===== src/rtl/pmod_pwm_pkg.sv =====
// Shared state type and helpers for the pmod_pwm_bank PWM output bank.
package pmod_pwm_pkg;

    typedef enum logic [1:0] {
        ST_IDLE  = 2'd0,
        ST_RUN   = 2'd1,
        ST_DRAIN = 2'd2
    } pwm_state_e;

    // Channel-select width; a single-channel bank still carries a 1-bit select.
    function automatic int ch_w(input int num_ch);
        return (num_ch > 1) ? $clog2(num_ch) : 1;
    endfunction

    // Pin level that turns a channel off: high for sink-driven (active-low) pins.
    function automatic logic off_level(input int active_low);
        return (active_low != 0);
    endfunction

endpackage


===== src/rtl/pmod_pwm_bank_if.sv =====
// Duty-write port of pmod_pwm_bank (valid/ready plus error pulse).
// PMOD_PWM_BREATHE_EN adds the per-write wr_breathe flag.
interface pmod_pwm_bank_if
    import pmod_pwm_pkg::*;
#(
    parameter int NUM_CH = 3,
    parameter int CNT_W  = 8
);
    localparam int CH_W = ch_w(NUM_CH);

    logic             wr_valid;
    logic             wr_ready;
    logic [CH_W-1:0]  wr_ch;
    logic [CNT_W-1:0] wr_duty;
    logic             wr_err;
`ifdef PMOD_PWM_BREATHE_EN
    logic             wr_breathe;

    modport master (output wr_valid, wr_ch, wr_duty, wr_breathe, input wr_ready, wr_err);
    modport slave  (input wr_valid, wr_ch, wr_duty, wr_breathe, output wr_ready, wr_err);
`else
    modport master (output wr_valid, wr_ch, wr_duty, input wr_ready, wr_err);
    modport slave  (input wr_valid, wr_ch, wr_duty, output wr_ready, wr_err);
`endif

endinterface


===== src/rtl/pmod_pwm_timebase.sv =====
// Prescaler and period counter for pmod_pwm_bank: tick, wrap (load point) and
// the registered period_start pulse.
module pmod_pwm_timebase #(
    parameter int CNT_W    = 8,
    parameter int PRESCALE = 1
) (
    input  logic             pll_clk,
    input  logic             rst_n,
    input  logic             i_run,
    input  logic             i_start,
    input  logic             i_stop,
    output logic [CNT_W-1:0] o_cnt,
    output logic             o_wrap,
    output logic             o_period_start
);
    localparam int               PS_W     = (PRESCALE > 1) ? $clog2(PRESCALE) : 1;
    localparam logic [PS_W-1:0]  PS_LAST  = PS_W'(PRESCALE - 1);
    localparam logic [CNT_W-1:0] CNT_LAST = CNT_W'((2 ** CNT_W) - 2);

    logic [PS_W-1:0]  r_presc;
    logic [CNT_W-1:0] r_cnt;
    logic             r_period_start;
    logic             w_tick;

    assign w_tick         = i_run && (r_presc == PS_LAST);
    assign o_wrap         = w_tick && (r_cnt == CNT_LAST);
    assign o_cnt          = r_cnt;
    assign o_period_start = r_period_start;

    // NOTE: sequential state uses <= so every register samples pre-edge values.
    always_ff @(posedge pll_clk) begin
        if (!rst_n) begin
            r_presc        <= '0;
            r_cnt          <= '0;
            r_period_start <= 1'b0;
        end else begin
            // A wrap that sends the bank back to IDLE does not open a new period.
            r_period_start <= i_start || (o_wrap && !i_stop);
            if (!i_run) begin
                r_presc <= '0;
                r_cnt   <= '0;
            end else if (w_tick) begin
                r_presc <= '0;
                r_cnt   <= (r_cnt == CNT_LAST) ? '0 : r_cnt + 1'b1;
            end else begin
                r_presc <= r_presc + 1'b1;
            end
        end
    end

endmodule


===== src/rtl/pmod_pwm_bank.sv =====
// NUM_CH-channel PWM pin driver with double-buffered duties and a run/drain/idle
// controller. Define PMOD_PWM_BREATHE_EN for per-channel breathing ramps.
module pmod_pwm_bank
    import pmod_pwm_pkg::*;
#(
    parameter int NUM_CH     = 3,
    parameter int CNT_W      = 8,
    parameter int PRESCALE   = 1,
    parameter int ACTIVE_LOW = 1
) (
    input  logic              pll_clk,
    input  logic              rst_n,
    input  logic              enable,
    pmod_pwm_bank_if.slave    wr_if,
    output logic              period_start,
    output logic              busy,
    output logic [NUM_CH-1:0] pwm_out
);
    localparam logic [NUM_CH-1:0] OFF_VEC = {NUM_CH{off_level(ACTIVE_LOW)}};

    pwm_state_e        r_state;
    logic              r_busy;
    logic              r_ready;
    logic              r_err;
    logic [NUM_CH-1:0] r_pwm;
    logic [CNT_W-1:0]  r_shadow [NUM_CH];
    logic [CNT_W-1:0]  r_active [NUM_CH];

    logic [CNT_W-1:0]  w_cnt;
    logic              w_wrap;
    logic              w_run;
    logic              w_start;
    logic              w_stop;
    logic              w_load;
    logic              w_accept;
    logic              w_ch_ok;
    logic              w_period_start;
    logic [NUM_CH-1:0] w_on;

    assign w_run    = (r_state != ST_IDLE);
    assign w_start  = (r_state == ST_IDLE) && enable;
    assign w_stop   = (r_state == ST_DRAIN) && !enable && w_wrap;
    assign w_load   = w_start || (w_wrap && !w_stop);
    assign w_accept = wr_if.wr_valid && r_ready;
    assign w_ch_ok  = int'(wr_if.wr_ch) < NUM_CH;

    pmod_pwm_timebase #(
        .CNT_W    (CNT_W),
        .PRESCALE (PRESCALE)
    ) u_timebase (
        .pll_clk        (pll_clk),
        .rst_n          (rst_n),
        .i_run          (w_run),
        .i_start        (w_start),
        .i_stop         (w_stop),
        .o_cnt          (w_cnt),
        .o_wrap         (w_wrap),
        .o_period_start (w_period_start)
    );

    always_ff @(posedge pll_clk) begin
        if (!rst_n) begin
            r_state <= ST_IDLE;
            r_busy  <= 1'b0;
        end else begin
            case (r_state)
                ST_IDLE: if (enable) begin
                    r_state <= ST_RUN;
                    r_busy  <= 1'b1;
                end
                ST_RUN: if (!enable) r_state <= ST_DRAIN;
                ST_DRAIN: if (enable) begin
                    r_state <= ST_RUN;
                end else if (w_wrap) begin
                    r_state <= ST_IDLE;
                    r_busy  <= 1'b0;
                end
                default: begin
                    r_state <= ST_IDLE;
                    r_busy  <= 1'b0;
                end
            endcase
        end
    end

`ifdef PMOD_PWM_BREATHE_EN
    logic [NUM_CH-1:0] r_breathe;
    logic [NUM_CH-1:0] r_falling;
    logic [CNT_W-1:0]  w_step [NUM_CH];
    logic [NUM_CH-1:0] w_step_fall;

    // NOTE: every always_comb output gets a default first so no latch is inferred.
    always_comb begin
        for (int i = 0; i < NUM_CH; i++) begin
            w_step[i]      = r_active[i];
            w_step_fall[i] = r_falling[i];
            if (r_shadow[i] == '0) begin
                w_step[i]      = '0;
                w_step_fall[i] = 1'b0;
            end else begin
                if (!r_falling[i] && (r_active[i] < r_shadow[i])) begin
                    w_step[i] = r_active[i] + 1'b1;
                end else if (r_active[i] != '0) begin
                    w_step[i] = r_active[i] - 1'b1;
                end
                if (w_step[i] == r_shadow[i]) begin
                    w_step_fall[i] = 1'b1;
                end else if (w_step[i] == '0) begin
                    w_step_fall[i] = 1'b0;
                end
            end
        end
    end
`endif

    // NOTE: shadow duties are reset explicitly; a reset must leave every channel off.
    always_ff @(posedge pll_clk) begin
        if (!rst_n) begin
            r_ready  <= 1'b0;
            r_err    <= 1'b0;
            r_shadow <= '{default: '0};
`ifdef PMOD_PWM_BREATHE_EN
            r_breathe <= '0;
`endif
        end else begin
            r_ready <= 1'b1;
            r_err   <= w_accept && !w_ch_ok;
            if (w_accept && w_ch_ok) begin
                r_shadow[wr_if.wr_ch] <= wr_if.wr_duty;
`ifdef PMOD_PWM_BREATHE_EN
                r_breathe[wr_if.wr_ch] <= wr_if.wr_breathe;
`endif
            end
        end
    end

    always_ff @(posedge pll_clk) begin
        if (!rst_n) begin
            r_active <= '{default: '0};
`ifdef PMOD_PWM_BREATHE_EN
            r_falling <= '0;
`endif
        end else if (w_load) begin
            for (int i = 0; i < NUM_CH; i++) begin
`ifdef PMOD_PWM_BREATHE_EN
                if (r_breathe[i]) begin
                    r_active[i]  <= w_step[i];
                    r_falling[i] <= w_step_fall[i];
                end else begin
                    r_active[i] <= r_shadow[i];
                end
`else
                r_active[i] <= r_shadow[i];
`endif
            end
        end
    end

    always_comb begin
        for (int i = 0; i < NUM_CH; i++) begin
            w_on[i] = (w_cnt < r_active[i]);
        end
    end

    always_ff @(posedge pll_clk) begin
        if (!rst_n || (r_state == ST_IDLE)) begin
            r_pwm <= OFF_VEC;
        end else begin
            r_pwm <= w_on ^ OFF_VEC;
        end
    end

    assign wr_if.wr_ready = r_ready;
    assign wr_if.wr_err   = r_err;
    assign period_start   = w_period_start;
    assign busy           = r_busy;
    assign pwm_out        = r_pwm;

endmodule

===== src/flat_wrapper.sv =====
// flat-port wrapper written by rule: the top's interface ports become plain ports
module pmod_pwm_bank_flat import pmod_pwm_pkg::*;
#(
    parameter int NUM_CH     = 3,
    parameter int CNT_W      = 8,
    parameter int PRESCALE   = 1,
    parameter int ACTIVE_LOW = 1
)
  (pll_clk, rst_n, enable, period_start, busy, pwm_out, wr_if_wr_valid, wr_if_wr_ch, wr_if_wr_duty, wr_if_wr_ready, wr_if_wr_err);
  pmod_pwm_bank_if #(.NUM_CH(NUM_CH), .CNT_W(CNT_W)) wr_if_i ();
  input  logic pll_clk;
  input  logic rst_n;
  input  logic enable;
  output logic period_start;
  output logic busy;
  output logic [NUM_CH-1:0] pwm_out;
  input wire logic [$bits(wr_if_i.wr_valid)-1:0] wr_if_wr_valid;
  input wire logic [$bits(wr_if_i.wr_ch)-1:0] wr_if_wr_ch;
  input wire logic [$bits(wr_if_i.wr_duty)-1:0] wr_if_wr_duty;
  output wire logic [$bits(wr_if_i.wr_ready)-1:0] wr_if_wr_ready;
  output wire logic [$bits(wr_if_i.wr_err)-1:0] wr_if_wr_err;
  assign wr_if_i.wr_valid = wr_if_wr_valid;
  assign wr_if_i.wr_ch = wr_if_wr_ch;
  assign wr_if_i.wr_duty = wr_if_wr_duty;
  assign wr_if_wr_ready = wr_if_i.wr_ready;
  assign wr_if_wr_err = wr_if_i.wr_err;
  pmod_pwm_bank #(.NUM_CH(NUM_CH), .CNT_W(CNT_W), .PRESCALE(PRESCALE), .ACTIVE_LOW(ACTIVE_LOW)) u_core (.pll_clk(pll_clk), .rst_n(rst_n), .enable(enable), .wr_if(wr_if_i), .period_start(period_start), .busy(busy), .pwm_out(pwm_out));
endmodule

===== config.mk =====
export PLATFORM = sky130hd
export DESIGN_NAME = pmod_pwm_bank_flat
export DESIGN_NICKNAME = d
export VERILOG_FILES = /design/src/rtl/pmod_pwm_pkg.sv /design/src/rtl/pmod_pwm_bank_if.sv /design/src/rtl/pmod_pwm_timebase.sv /design/src/rtl/pmod_pwm_bank.sv /design/src/flat_wrapper.sv
export SDC_FILE = /design/constraint.sdc
export NUM_CORES = 1
export LEC_CHECK = 0
export CAP_MARGIN = 40
export CORE_ASPECT_RATIO = 0.6
export CORE_MARGIN = 8
export CORE_UTILIZATION = 52
export DETAILED_ROUTE_END_ITERATION = 6
export GPL_TIMING_DRIVEN = 0
export PLACE_DENSITY = 0.75
export SLEW_MARGIN = 30
export SYNTH_ARGS = -nofsm -noshare
export SYNTH_HDL_FRONTEND = slang
export SYNTH_SLANG_ARGS = --single-unit

===== constraint.sdc =====
create_clock -name pll_clk -period 1.7 [get_ports pll_clk]
set_input_delay 0.255 -clock pll_clk [delete_from_list [all_inputs] [get_ports pll_clk]]
set_output_delay 0.255 -clock pll_clk [all_outputs]
set_load 0.05 [all_outputs]

# Yosys cells after proc, flatten, opt, wreduce, memory -nomap -nowiden
# Cells that the tools add are included.
# Widths: inputs -> output; s select.
[op_classes]
add_sub_neg = 2
mul = 0
div = 0
order_cmp = 6
n_eq_ne = 8
shift = 0
muxes = 14
bitwise = 6
n_reduce_logical = 22
[ops]
columns = ["operator", "n"]
rows = [
  ["$bwmux 24", 1],
  ["$lt 8x8->1", 3],
  ["$demux 8 s2", 1],
  ["$mux 8", 2],
  ["$logic_and 1x1->1", 10],
  ["$add 8x1->8 const B", 1],
  ["$eq 8x8->1 const B", 1],
  ["$mux 2", 4],
  ["$ne 2x2->1 const B", 3],
  ["$pmux 2 s3", 1],
  ["$logic_not 1->1", 4],
  ["$mux 1", 4],
  ["$not 1->1", 4],
  ["$reduce_and 4->1", 1],
  ["$ge 3x3->1 const B", 1],
  ["$lt 3x1->1 const B", 1],
  ["$ne 3x2->1 const B", 1],
  ["$not 2->3", 1],
  ["$not 3->3", 1],
  ["$pmux 1 s3", 1],
  ["$reduce_and 3->1", 1],
  ["$reduce_or 3->1", 1],
  ["$eq 2x1->1 const B", 1],
  ["$eq 2x2->1 const B", 1],
  ["7 further kinds", 8],
]
[totals]
ff_bits = 66
latch_bits = 0
mem_bits_rw = 0
mem_bits_ro = 0
output_inout_bits = 7
n_memories = 0

# Logic depth before layout (Yosys ltp)
[depth]
word_depth = 7
ltp_mapped = 8

# Modules after synthesis
# From an unflattened synthesis, not the netlist that was laid out.
[hier_totals]
hier_cells = 370
hier_area_um2 = 3198.1
[modules_own_cells]
columns = ["mod", "n_inst", "cells_each", "area_each_um2", "seq_area_each_um2"]
rows = [
  ["pmod_pwm_bank", 1, 314, 2690.1, 1121.1],
  ["pmod_pwm_timebase", 1, 56, 508.0, 200.2],
]

# Least setup slack after synthesis
# Ideal clock, no wire load.
[synth_timing]
path_type = "register to register"
from = "register u_core.u_timebase.r_cnt[0] (netlist: u_core.u_timebase.o_cnt[0])"
to = "register u_core.r_active[10] (netlist bit)"
arrival_time_ns = 1.686
required_time_ns = 1.583
path_slack_ns = -0.103
stages_incl_launch_ff = 9
n_path_buf = 2
cell_sequence = "dfxtp_1 -> inv_1 -> ha_1 -> and3_1 -> buf_2 -> a31oi_1 -> a211oi_4 -> buf_6 -> a22o_1"
[synth_between]
elab_chain_cells = 6
[synth_rtl]
columns = ["item", "line", "text"]
rows = [
  ["start: declaration", "pmod_pwm_timebase.sv:21", "logic [CNT_W-1:0] r_cnt;"],
  ["start signal: assignment", "pmod_pwm_timebase.sv:44", "r_cnt <= (r_cnt == CNT_LAST) ? '0 : r_cnt + 1'b1;"],
  ["$eq 8x8->1 (*)", "pmod_pwm_timebase.sv:26", "assign o_wrap = w_tick && (r_cnt == CNT_LAST);"],
  ["$logic_and 1x1->1 (*)", "pmod_pwm_timebase.sv:26", ""],
  ["$logic_and 1x1->1", "pmod_pwm_bank.sv:42", "assign w_stop = (r_state == ST_DRAIN) && !enable && w_wrap;"],
  ["$logic_not 1->1", "pmod_pwm_bank.sv:43", "assign w_load = w_start || (w_wrap && !w_stop);"],
  ["$logic_and 1x1->1 (*)", "pmod_pwm_bank.sv:43", ""],
  ["$logic_or 1x1->1 (*)", "pmod_pwm_bank.sv:43", ""],
  ["end signal: indexed assignment", "pmod_pwm_bank.sv:153", "r_active[i] <= r_shadow[i];"],
  ["end: declaration", "pmod_pwm_bank.sv:27", "logic [CNT_W-1:0] r_active [NUM_CH];"],
]
# Mark *: on every way between the ends. The rest lies on a longest branch, timed or not.
# A chain may end at the register's enable or synchronous reset.

# Worst setup path in the final report
[layout_timing]
from = "register u_core.u_timebase.r_cnt[0] (netlist: u_core.u_timebase.o_cnt[0])"
to = "register u_core.r_active[20] (netlist bit)"
# The elaborated chain is that of the path after synthesis.

==> flow_summary.ini <==
[outcome]
status = complete, but fails checks
violations = negative setup slack

[worst_setup_path]
r2r_cells = 7
start_kind = flop
worst-path-max-fanout = 6
slowest_delay_ns = 0.37
r2r_end = u_core.r_active[20]$_SDFFE_PN0P_
cp.required_ns = 1.95
path_delay_family = compound AO/OA/AOI/OAI gates
worst-setup-path-type = reg -> reg
worstPathArrival_ns = 2.01
critPathCaptureType = flop
crit_buf_inv = 2
slowest_stage = a32o_2
r2r-start = u_core.u_timebase.o_cnt[0]$_SDFFE_PP0P_
cp_cell_sequence = inv_4, ha_4, and3_4, o2111ai_4, a32o_2, buf_6, a22o_4
r2r_setup_slack_ns = -0.06

[timing]
fmax_mhz = 569
fin_crit_sh = 1.03
slew_headroom = 0.615
final.setup.worst_slack_ns = -0.0589
worstMarginPinSlew_ns = 0.574
slew_viol_final = 0
fin_crit_ns = 1.76
skew_ns = 0.00518
rsz0062_at_grt = yes
finalHoldViolCount = 0
finalSetupViolCount = 24
tns_ns = -0.846

[clocking]
cts_tree = done
ctsHoldBuffers = 0
cts.path.max_buffers = 2
clk_latency_ns = 0.35
numCtsBuffers = 9
htree_levels = 3
clockRootBuffer = clkbuf_8
clkTransAtPathRegs_ns = 0.07
clock_sinks = 66

[job]
maxCapViolCount = 0

[hold_path]
holdCritPathClass = in -> reg
holdPathEnd = u_core.wr_if.wr_err$_SDFF_PN0_
min_from = wr_if_wr_ch[1]
holdPathStages = 3

[synth]
ys_top_cells_by_area = dfxtp_1 (45%), ha_1 (9.8%), nand2_1 (6.8%)
synth_nets = 349
ys.flop_type = dfxtp_1
yosysWarningCount = 0
yosysSeqAreaShare = 0.452
yosysTopAreaCell = dfxtp_1
synth_top_area_frac = 0.452
synth_area_sq_um = 2930
netlist_instances = 312
syn_avg_cell_area_sq_um = 9.38
ys_ff_latch = 66
synth_edf_count = 0
synthArstFlopShare = 0
ys_types = 42

[routing]
detail_route.wl_per_cell_um = 16.8
wl_um = 7120
firstDrtPassIters = 4
routed_via_density = 5.65
drt_iter0_drc = 134
dr_total_vias = 2397
drc = 0
final_antenna_net_count = 0

[placement]
dp_hpwl_um = 4920
post-place-ws_ns = -0.306
gp_congestion = 0.851
numPortBuffers = 18
placed_area_sq_um = 3240

[die]
ios = 21
die_h_um = 74.1
fp.dieW_um = 113
core_area_sq_um = 5490
die_area_sq_um = 8360
start_util = 0.533
fp-row-count = 21

[layout]
nets = 388
area_delta_synth_final_pct = 21.3
utilization = 0.646
fillers = 487
seq_area_sq_um = 1340
drive_gt1_frac = 0.158
multiInputGateArea_sq_um = 1460
n_antenna_cell = 0
stdcell_area_sq_um = 3550

[power_and_ir_drop]
p_per_area_nw_per_um2 = 921
p_leak_nw = 1.35
ir_worst_vdd_mv = 0.578

[global_routing]
grt_pass1_vias = 2334
grt_overflow_total = 0
grt_use_total = 0.181
grt_pass1_wl_um = 11600
grt_max_degree = 12
antenna_found_initial = 0
placed cells by master (no fill, tap or decap), types with 2 or more instances in the layout:
cell type         n
nor3b_1           2
inv_4             2
clkdlybuf4s50_1  11
nand4b_1          2
dfxtp_4           5
clkbuf_8          9
dfxtp_1          58
inv_1            23
nand2_1          53
o21bai_1          2
a22o_2            4
a21o_1            7
nor3_1            3
a21oi_1          28
bufinv_16         2
xnor2_1           2
a22o_1           19
o31ai_1           3
o21ai_0           7
ha_1             22
nand3_1           5
nand4_1           4
dfxtp_2           3
buf_6             9
mux2i_1           2
nor2_1            9
clkdlybuf4s18_2   2
a211oi_1          5
nand2b_1          3
or3_1             3
dlygate4sd2_1     7
and4_1            3
a2111oi_0         2
buf_4             5
clkbuf_1          6
power by group:
group          switching, mW  internal [mW]
Clock                  0.597          0.816
Sequential            0.0182           1.57
Combinational          0.156          0.112
Total                  0.771           2.50
routing by layer:
layer  vias up  GRT usage  wire [um]
met5         -          0          0
met4         0     0.0593         72
met3        10     0.0665        551
met2        74      0.267       2920
met1      1128      0.240       3580
li1       1185          -          -
area by class of cell:
class | count | area share
tap | 69 | 0.0243
timing repair buffer | 29 | 0.0737
clock inverter | 5 | 0.0222
sequential | 66 | 0.379
clock buffer | 10 | 0.0360
buffer | 12 | 0.0275
inverter | 25 | 0.0272
multi-input combinational | 208 | 0.410
logic make-up (layout without fill, tap and decap cells):
family	Yosys count	in the layout	synth area share
adder cells (fa/ha/maj)	23	23	0.0984
XOR/XNOR	3	3	0.00898
AO/OA/AOI/OAI	88	88	0.222
other	1	1	0.00128
flip-flops	66	66	0.452
AND/OR/NAND/NOR	91	91	0.146
multiplexers	2	2	0.00684
buffers and inverters	38	81	0.0650
worst register-to-register path: cells and delay by family (launching register included):
family,cells,cell delay (ns)
buf+inv,2,0.22
fa+ha+maj,1,0.12
compound gates,3,0.71
simple gates,1,0.26
flops,1,0.36
stage by stage:
stage	total power [mW]	cells	hold WS [ns]
floorplan	1.78	312	0.283
global placement	1.87	399	0.446
detailed placement	1.87	401	0.450
CTS	3.29	422	0.199
global route	3.39	424	0.251
finish	3.27	424	0.218
sequential cells by signal, indices dropped and copies added, names as in the netlist:
signal                            cells
u_core.busy                           1
u_core.pwm_out                        3
u_core.r_active                      24
u_core.r_shadow                      24
u_core.r_state                        2
u_core.u_timebase.o_cnt               8
u_core.u_timebase.o_period_start      1
u_core.u_timebase.r_presc             1
u_core.wr_if.wr_err                   1
u_core.wr_if.wr_ready                 1
how the worst max path moves through the flow:
stage               slack [ns]                               startpoint  cells past startpoint                                       to
finish                   -0.06  u_core.u_timebase.o_cnt[0]$_SDFFE_PP0P_                      7         u_core.r_active[20]$_SDFFE_PN0P_
global route             -0.12  u_core.u_timebase.o_cnt[0]$_SDFFE_PP0P_                      7         u_core.r_active[20]$_SDFFE_PN0P_
CTS                      -0.04  u_core.u_timebase.o_cnt[0]$_SDFFE_PP0P_                      8          u_core.r_active[2]$_SDFFE_PN0P_
detailed placement       -0.31                                    rst_n                      5  u_core.u_timebase.o_cnt[7]$_SDFFE_PP0P_
global placement         -0.31                           wr_if_wr_valid                      5          u_core.r_shadow[6]$_SDFFE_PN0P_
floorplan               -0.001            u_core.wr_if.wr_ready$_DFF_P_                      4         u_core.r_shadow[10]$_SDFFE_PN0P_
timing repair:
item	in CTS	in global routing
resized for setup	22	6
gates cloned	1	1
setup buffers	5	1
pin swaps	2	3
setup endpoints to repair	34	26
cell usage after synthesis, types with 2 or more instances:
cell       count
nand3_1        5
o31ai_1        3
nor3b_1        2
mux2i_1        2
a21o_1         7
dfxtp_1       66
a22o_2         5
o21bai_1       2
a211oi_1       5
nor2_1         9
o21ai_0        7
nand2b_1       3
xnor2_1        2
clkbuf_1       5
ha_1          23
a22o_1        19
inv_1         24
buf_2          2
nand2_1       53
a31oi_1        2
or3_1          3
and4_1         3
buf_6          6
nand4b_1       2
nor3_1         3
a21oi_1       28
nand4_1        4
a2111oi_0      3
Note: power is estimated with default switching activity, not from simulation.
